<file path="src/rtl/matrix_addr_pkg.sv">
// -----------------------------------------------------------------------------
// matrix_addr_pkg
// Shared definitions for the matrix address streamer:
//   - default slot geometry (BLOCK_SIZE, NUM_BLOCKS, ADDR_WIDTH, DIM_WIDTH)
//   - traversal-mode enum (ROW_MAJOR / COL_MAJOR)
//   - streamer FSM state enum (IDLE / STREAM / FINISH)
// No ports (package).
// -----------------------------------------------------------------------------
package matrix_addr_pkg;

    localparam int BLOCK_SIZE_DEF = 1152;
    localparam int NUM_BLOCKS_DEF = 8;
    localparam int ADDR_WIDTH_DEF = 14;
    localparam int DIM_WIDTH_DEF  = 8;

    typedef enum logic {
        ROW_MAJOR = 1'b0,
        COL_MAJOR = 1'b1
    } trav_mode_t;

    typedef enum logic [1:0] {
        IDLE   = 2'd0,
        STREAM = 2'd1,
        FINISH = 2'd2
    } stream_state_t;

endpackage

</file>
<file path="src/rtl/matrix_base_lookup.sv">
// -----------------------------------------------------------------------------
// matrix_base_lookup
// Combinational matrix slot ID -> BRAM base address (matrix_id * BLOCK_SIZE).
// Built as a constant table so no run-time multiplier is needed and any
// NUM_BLOCKS (power of two or not) works. IDs beyond NUM_BLOCKS-1 map to 0.
// Ports:
//   matrix_id  in   ID_WIDTH    slot number
//   base       out  ADDR_WIDTH  first element address of that slot
// -----------------------------------------------------------------------------
module matrix_base_lookup
    import matrix_addr_pkg::*;
#(
    parameter int BLOCK_SIZE = BLOCK_SIZE_DEF,
    parameter int NUM_BLOCKS = NUM_BLOCKS_DEF,
    parameter int ADDR_WIDTH = ADDR_WIDTH_DEF,
    parameter int ID_WIDTH   = $clog2(NUM_BLOCKS)
) (
    input  logic [ID_WIDTH-1:0]   matrix_id,
    output logic [ADDR_WIDTH-1:0] base
);

    always_comb begin
        base = '0;
        for (int i = 0; i < NUM_BLOCKS; i++) begin
            if (matrix_id == ID_WIDTH'(i)) begin
                base = ADDR_WIDTH'(i * BLOCK_SIZE);
            end
        end
    end

endmodule

</file>
<file path="src/rtl/matrix_address_streamer.sv">
// -----------------------------------------------------------------------------
// matrix_address_streamer
// On an accepted start, latches a matrix slot, its dimensions and traversal
// mode, then streams one BRAM element address per cycle (row-major or
// column-major) to the BRAM read side.
//
// Handshake: addr/addr_last are transferred on a cycle where
// addr_valid && addr_ready. Once addr_valid is high it stays high, and addr
// and addr_last hold stable, until that transfer happens; addr_valid never
// depends combinationally on addr_ready.
//
// Optional feature (macro MATRIX_ADDR_BOUNDS_CHECK_EN): starts whose
// rows*cols exceeds BLOCK_SIZE or whose matrix_id >= NUM_BLOCKS are rejected
// with a one-cycle error+done pulse and the FSM stays in IDLE. Without the
// macro no check is made and error is tied low.
//
// Ports:
//   clk, rst_n   clock, asynchronous active-low reset
//   start        command strobe, honoured only in IDLE
//   matrix_id    slot, sampled on accepted start
//   rows, cols   dimensions, sampled on accepted start
//   col_major    0 = row-major, 1 = column-major, sampled on accepted start
//   busy         high while streaming
//   addr         element address (base + r*cols + c)
//   addr_valid   addr is valid
//   addr_ready   consumer accepts addr
//   addr_last    final address of the stream (qualified by addr_valid)
//   done         one-cycle completion pulse
//   error        one-cycle rejected-command pulse (optional feature)
// -----------------------------------------------------------------------------
module matrix_address_streamer
    import matrix_addr_pkg::*;
#(
    parameter int BLOCK_SIZE = BLOCK_SIZE_DEF,
    parameter int NUM_BLOCKS = NUM_BLOCKS_DEF,
    parameter int ADDR_WIDTH = ADDR_WIDTH_DEF,
    parameter int DIM_WIDTH  = DIM_WIDTH_DEF,
    parameter int ID_WIDTH   = $clog2(NUM_BLOCKS)
) (
    input  logic                  clk,
    input  logic                  rst_n,
    input  logic                  start,
    input  logic [ID_WIDTH-1:0]   matrix_id,
    input  logic [DIM_WIDTH-1:0]  rows,
    input  logic [DIM_WIDTH-1:0]  cols,
    input  logic                  col_major,
    output logic                  busy,
    output logic [ADDR_WIDTH-1:0] addr,
    output logic                  addr_valid,
    input  logic                  addr_ready,
    output logic                  addr_last,
    output logic                  done,
    output logic                  error
);

    // Counters carry one extra bit so rows-1/cols-1 compares never wrap.
    localparam int CW = DIM_WIDTH + 1;

    stream_state_t         state, state_next;
    trav_mode_t            mode_q;
    logic [ADDR_WIDTH-1:0] base_q, offset_q, base_lookup;
    logic [DIM_WIDTH-1:0]  rows_q, cols_q;
    logic [CW-1:0]         r_q, c_q;
    logic                  zero_dim, reject, reject_q, accept;
    logic                  handshake, at_last_row, at_last_col;

    matrix_base_lookup #(
        .BLOCK_SIZE (BLOCK_SIZE),
        .NUM_BLOCKS (NUM_BLOCKS),
        .ADDR_WIDTH (ADDR_WIDTH),
        .ID_WIDTH   (ID_WIDTH)
    ) u_base_lookup (
        .matrix_id (matrix_id),
        .base      (base_lookup)
    );

    assign zero_dim = (rows == '0) || (cols == '0);

`ifdef MATRIX_ADDR_BOUNDS_CHECK_EN
    // The only multiply in the block; evaluated once per command, never
    // on the per-address path.
    logic [2*DIM_WIDTH-1:0] area;
    assign area   = {{DIM_WIDTH{1'b0}}, rows} * {{DIM_WIDTH{1'b0}}, cols};
    assign reject = start && (state == IDLE) &&
                    ((int'(area) > BLOCK_SIZE) || (int'(matrix_id) >= NUM_BLOCKS));
    assign error  = reject_q;
`else
    assign reject = 1'b0;
    assign error  = 1'b0;
`endif

    assign accept      = start && (state == IDLE) && !reject;
    assign handshake   = (state == STREAM) && addr_ready;
    assign at_last_row = (r_q == CW'(rows_q) - CW'(1));
    assign at_last_col = (c_q == CW'(cols_q) - CW'(1));
    assign addr        = base_q + offset_q;

    // State register
    always_ff @(posedge clk or negedge rst_n) begin
        if (!rst_n) begin
            state    <= IDLE;
            reject_q <= 1'b0;
        end else begin
            state    <= state_next;
            reject_q <= reject;
        end
    end

    // Next state and outputs
    always_comb begin
        state_next = state;
        busy       = 1'b0;
        addr_valid = 1'b0;
        addr_last  = 1'b0;
        done       = 1'b0;
        case (state)
            IDLE: begin
                if (accept) begin
                    state_next = zero_dim ? FINISH : STREAM;
                end
            end
            STREAM: begin
                busy       = 1'b1;
                addr_valid = 1'b1;
                addr_last  = at_last_row && at_last_col;
                if (handshake && at_last_row && at_last_col) begin
                    state_next = FINISH;
                end
            end
            FINISH: begin
                done       = 1'b1;
                state_next = IDLE;
            end
            default: state_next = IDLE;
        endcase
        // A rejected command completes without ever leaving IDLE.
        if (reject_q) begin
            done = 1'b1;
        end
    end

    // Address datapath: offset tracks r*cols + c incrementally.
    always_ff @(posedge clk or negedge rst_n) begin
        if (!rst_n) begin
            base_q   <= '0;
            offset_q <= '0;
            rows_q   <= '0;
            cols_q   <= '0;
            r_q      <= '0;
            c_q      <= '0;
            mode_q   <= ROW_MAJOR;
        end else if (accept) begin
            base_q   <= base_lookup;
            offset_q <= '0;
            rows_q   <= rows;
            cols_q   <= cols;
            r_q      <= '0;
            c_q      <= '0;
            mode_q   <= col_major ? COL_MAJOR : ROW_MAJOR;
        end else if (handshake) begin
            if (mode_q == ROW_MAJOR) begin
                offset_q <= offset_q + ADDR_WIDTH'(1);
                if (at_last_col) begin
                    c_q <= '0;
                    r_q <= r_q + CW'(1);
                end else begin
                    c_q <= c_q + CW'(1);
                end
            end else begin
                if (at_last_row) begin
                    // Top of the next column: offset = new c = old c + 1.
                    r_q      <= '0;
                    c_q      <= c_q + CW'(1);
                    offset_q <= ADDR_WIDTH'(c_q) + ADDR_WIDTH'(1);
                end else begin
                    r_q      <= r_q + CW'(1);
                    offset_q <= offset_q + ADDR_WIDTH'(cols_q);
                end
            end
        end
    end

endmodule

</file>
<file path="config.mk">
export PLATFORM = sky130hd
export DESIGN_NAME = matrix_address_streamer
export DESIGN_NICKNAME = d
export VERILOG_FILES = /design/src/rtl/matrix_addr_pkg.sv /design/src/rtl/matrix_base_lookup.sv /design/src/rtl/matrix_address_streamer.sv
export SDC_FILE = /design/constraint.sdc
export NUM_CORES = 1
export LEC_CHECK = 0
export ABC_AREA = 1
export BUFFER_PORTS_ARGS = -buffer_cell sky130_fd_sc_hd__buf_2
export CORE_UTILIZATION = 30
export CTS_BUF_LIST = sky130_fd_sc_hd__clkbuf_4 sky130_fd_sc_hd__clkbuf_8
export DETAILED_ROUTE_END_ITERATION = 7
export GPL_ROUTABILITY_DRIVEN = 0
export HOLD_SLACK_MARGIN = 0.08
export MAX_ROUTING_LAYER = met4
export PLACE_DENSITY_LB_ADDON = 0.15
export REMOVE_ABC_BUFFERS = 1
export SLEW_MARGIN = 5
export SYNTH_ARGS = -nofsm -noshare
export SYNTH_HDL_FRONTEND = slang
export SYNTH_SLANG_ARGS = --single-unit
</file>
<file path="constraint.sdc">
create_clock -name clk -period 2.72 [get_ports clk]
set_clock_uncertainty 0.2 [all_clocks]
set_input_delay 0.272 -clock clk [delete_from_list [all_inputs] [get_ports clk]]
set_output_delay 0.272 -clock clk [all_outputs]
set_load 0.05 [all_outputs]
</file>
==> results.json <==
{
  "status": "finished, violations left",
  "violations": "DRC",
  "rsz0062_at_grt": "yes",
  "ys_seq_area_share_pct": 29.46,
  "cp_max_fo": 3,
  "final_core_util_pct": 37.23,
  "dr.pass1.iters": 7,
  "rr_worst_depth": 15,
  "setup_viol": 0,
  "n_antenna_cell": 0,
  "worst_slew_pin_slew_ns": 0.7369,
  "drtAntennaViolNets": 0,
  "avgSynthCellArea_um2": 6.424,
  "htreeDepth": 2,
  "timing.reg2reg.setup_slack_ns": 0.37,
  "yosysWarnings": 0,
  "peakVddDrop_uv": 656.8,
  "grt_max_degree": 42,
  "grt_usage_pct": 17.26,
  "path_class": "reg -> out",
  "multi_input_area_um2": 2810,
  "root_buffer": "clkbuf_8",
  "startpoint": "rows_q[1]",
  "wl_per_cell_um": 12.99,
  "required_ns": 2.25,
  "switching_share_pct": 54.99,
  "portBuffers": 41,
  "dieHeight_um": 125.7,
  "cts-buffers-inserted": 5,
  "holdWs_ns": 0.2473,
  "synth-seq-cells": 54,
  "hold_viol_final": 0,
  "antenna_found_initial": 0,
  "drt_iter0_drc": 333,
  "worst_slack_ns": 0.1344,
  "cp.arrival_ns": 2.11,
  "maxSlewHeadroom_pct": 50.42,
  "place_area_um2": 4989,
  "cap_violations": 0,
  "rows": 44,
  "nets": 834,
  "worstHoldPathType": "in -> async",
  "fp.dieW_um": 125.7,
  "powerDensity_nw_per_um2": 1133,
  "drc_errors": 2,
  "pre_cts_slack_ns": 0.1955,
  "synth_area_um2": 4587,
  "clkSinkCount": 54,
  "place_hpwl_um": 9759,
  "syn2layout_area_growth_pct": 19.31,
  "clockBufferDepth": 2,
  "p_clk_share_pct": 7.8,
  "initial_core_util_pct": 31.21,
  "cts_tree": "built",
  "min_period_ns": 2.586,
  "maxSlewViolCount": 0,
  "ff_latch_area_um2": 1353,
  "combPwrFrac_pct": 68.0,
  "overflow": 0,
  "syn_inst": 714,
  "critPathCapture": "addr_last",
  "vias_per_cell": 4.645,
  "grt_pass1_wl_um": 21050,
  "endpoint_kind": "primary output",
  "cellLeakagePower_nw": 2.907,
  "clkTransAtPathRegs_ns": 0.10,
  "drive_gt1_share_pct": 14.45,
  "power.internal_mw": 2.791,
  "post-route-period-util_pct": 95.06,
  "rr_endpoint": "state[0]",
  "vias": 4520,
  "drt_wl_total_um": 12640,
  "p_sw_mw": 3.410,
  "fillers": 1575,
  "stdcell_area_um2": 5473,
  "io_pins": 43,
  "fmax_mhz": 386.8,
  "pwr-share-seq_pct": 24.2,
  "grt_pass1_vias": 4265,
  "clkLatencyLatePin_ns": 0.33,
  "r2r_start": "rows_q[1]",
  "core_um2": 14700,
  "start_kind": "flip-flop",
  "synth_cell_types": 38,
  "dieArea_um2": 15790
}
worst min-delay path by stage:
stage	to	slack [ns]	cells past startpoint
after detailed placement	rows_q[1]	0.08	1
after floorplan	base_q[10]	-0.22	0
after CTS	offset_q[0]	0.23	2
after global routing	offset_q[0]	0.27	2
final	offset_q[0]	0.25	2
after global placement	rows_q[1]	0.07	1
layer usage:
metal | global-route usage (%) | part of all wire (%) | up-vias
li1 | - | - | 2387
met1 | 22.25 | 50 | 2047
met2 | 27.12 | 45 | 69
met3 | 3.271 | 3.4 | 17
met4 | 5.739 | 1.7 | 0
met5 | - | 0 | -
synthesized netlist by cell type:
cell type	instances	share of area (%)
nand3b_1	5	0.82
nand3_1	59	6.4
dfrtp_1	54	29
nor3_1	5	0.55
nor2_1	64	5.2
a21oi_1	24	2.6
buf_6	2	0.49
nand2_4	3	0.74
nor4_1	4	0.55
a211oi_1	1	0.16
o21ai_0	40	4.4
ha_1	19	5.2
nand4_1	7	0.95
or2_2	1	0.14
clkinv_1	1	0.082
fa_1	2	0.87
buf_2	2	0.22
nor2_4	4	0.98
nor2_8	1	0.44
and2_1	2	0.27
inv_1	91	7.4
o31ai_1	2	0.33
nand2_1	250	20
o21ai_2	1	0.19
o21ai_1	3	0.33
inv_2	1	0.082
conb_1	1	0.082
buf_4	9	1.5
clkbuf_1	9	0.74
a31oi_1	1	0.14
nor2_2	4	0.55
clkbuf_2	1	0.11
xnor2_1	12	2.3
nand3_2	2	0.44
nand2b_1	1	0.14
a21boi_0	1	0.16
xor2_1	20	3.8
nand2_2	5	0.68
critical path, stage by stage, from the launching register on:
cell     delay, ns
dfrtp_1       0.41
inv_2         0.08
ha_2          0.27
nand2_1       0.07
inv_1         0.03
nor2_1        0.08
nand2_1       0.07
nor2_2        0.11
nand3_2       0.13
nor2_8        0.15
nand2_4       0.06
nor3_4        0.14
buf_6         0.18
placed cells by master (no fill, tap or decap), types with 6 or more instances in the layout:
master / count
dfrtp_1: 53
nand3_1: 58
dlygate4sd3_1: 22
inv_1: 87
a21oi_1: 24
xor2_1: 20
o21ai_0: 38
buf_4: 30
nor2_2: 7
buf_2: 38
nand2_2: 6
ha_1: 16
nor2_1: 61
nand2_1: 249
nand4_1: 7
xnor2_1: 12
per-stage QoR:
stage | power (mW) | cells | setup TNS [ns]
final | 6.201 | 973 | 0
after global routing | 6.863 | 973 | -0.01144
after CTS | 6.062 | 959 | -0.02985
after detailed placement | 5.467 | 930 | 0
after global placement | 5.440 | 930 | 0
after floorplan | 4.448 | 691 | -0.3502
kinds of logic (layout without fill, tap and decap cells):
kind of cell | after synthesis | in the layout | share of synthesized area, %
xor gates and xnor gates | 32 | 32 | 6.110
other | 1 | 1 | 0.08175
buffers and inverters | 116 | 191 | 10.64
DFF | 54 | 54 | 29.46
AOI/OAI and AO/OA | 73 | 73 | 8.293
adders and majority gates | 21 | 21 | 6.056
and+or+nand+nor | 417 | 417 | 39.36
power groups by stage:
stage | clock network, mW | registers (mW) | logic [mW]
floorplan | 0 | 1.56 | 2.89
global placement | 0 | 1.51 | 3.93
detailed placement | 0 | 1.51 | 3.96
CTS | 0.527 | 1.50 | 4.04
global route | 0.548 | 1.56 | 4.76
finish | 0.485 | 1.50 | 4.22
registers in the layout, indices dropped and copies added (netlist names):
register and count:
base_q 3, c_q 9, cols_q 8, mode_q 1
offset_q 14, r_q 9, rows_q 8, state 2
repair_timing:
item,in CTS,in global routing
setup endpoints to repair,3,4
setup buffers,0,14
gates resized for setup,10,14
hold buffers,22,0
pin swaps,1,10
hold endpoints to repair,40,0
area by class of cell:
class                           instances  area share [%]
Clock buffer                            7           1.532
Inverter                               93           6.379
Multi-Input combinational cell        544           51.35
Sequential cell                        54           24.71
Tap cell                              184           4.207
Timing Repair Buffer                   91           11.82
Note: power is estimated with default switching activity, not from simulation.
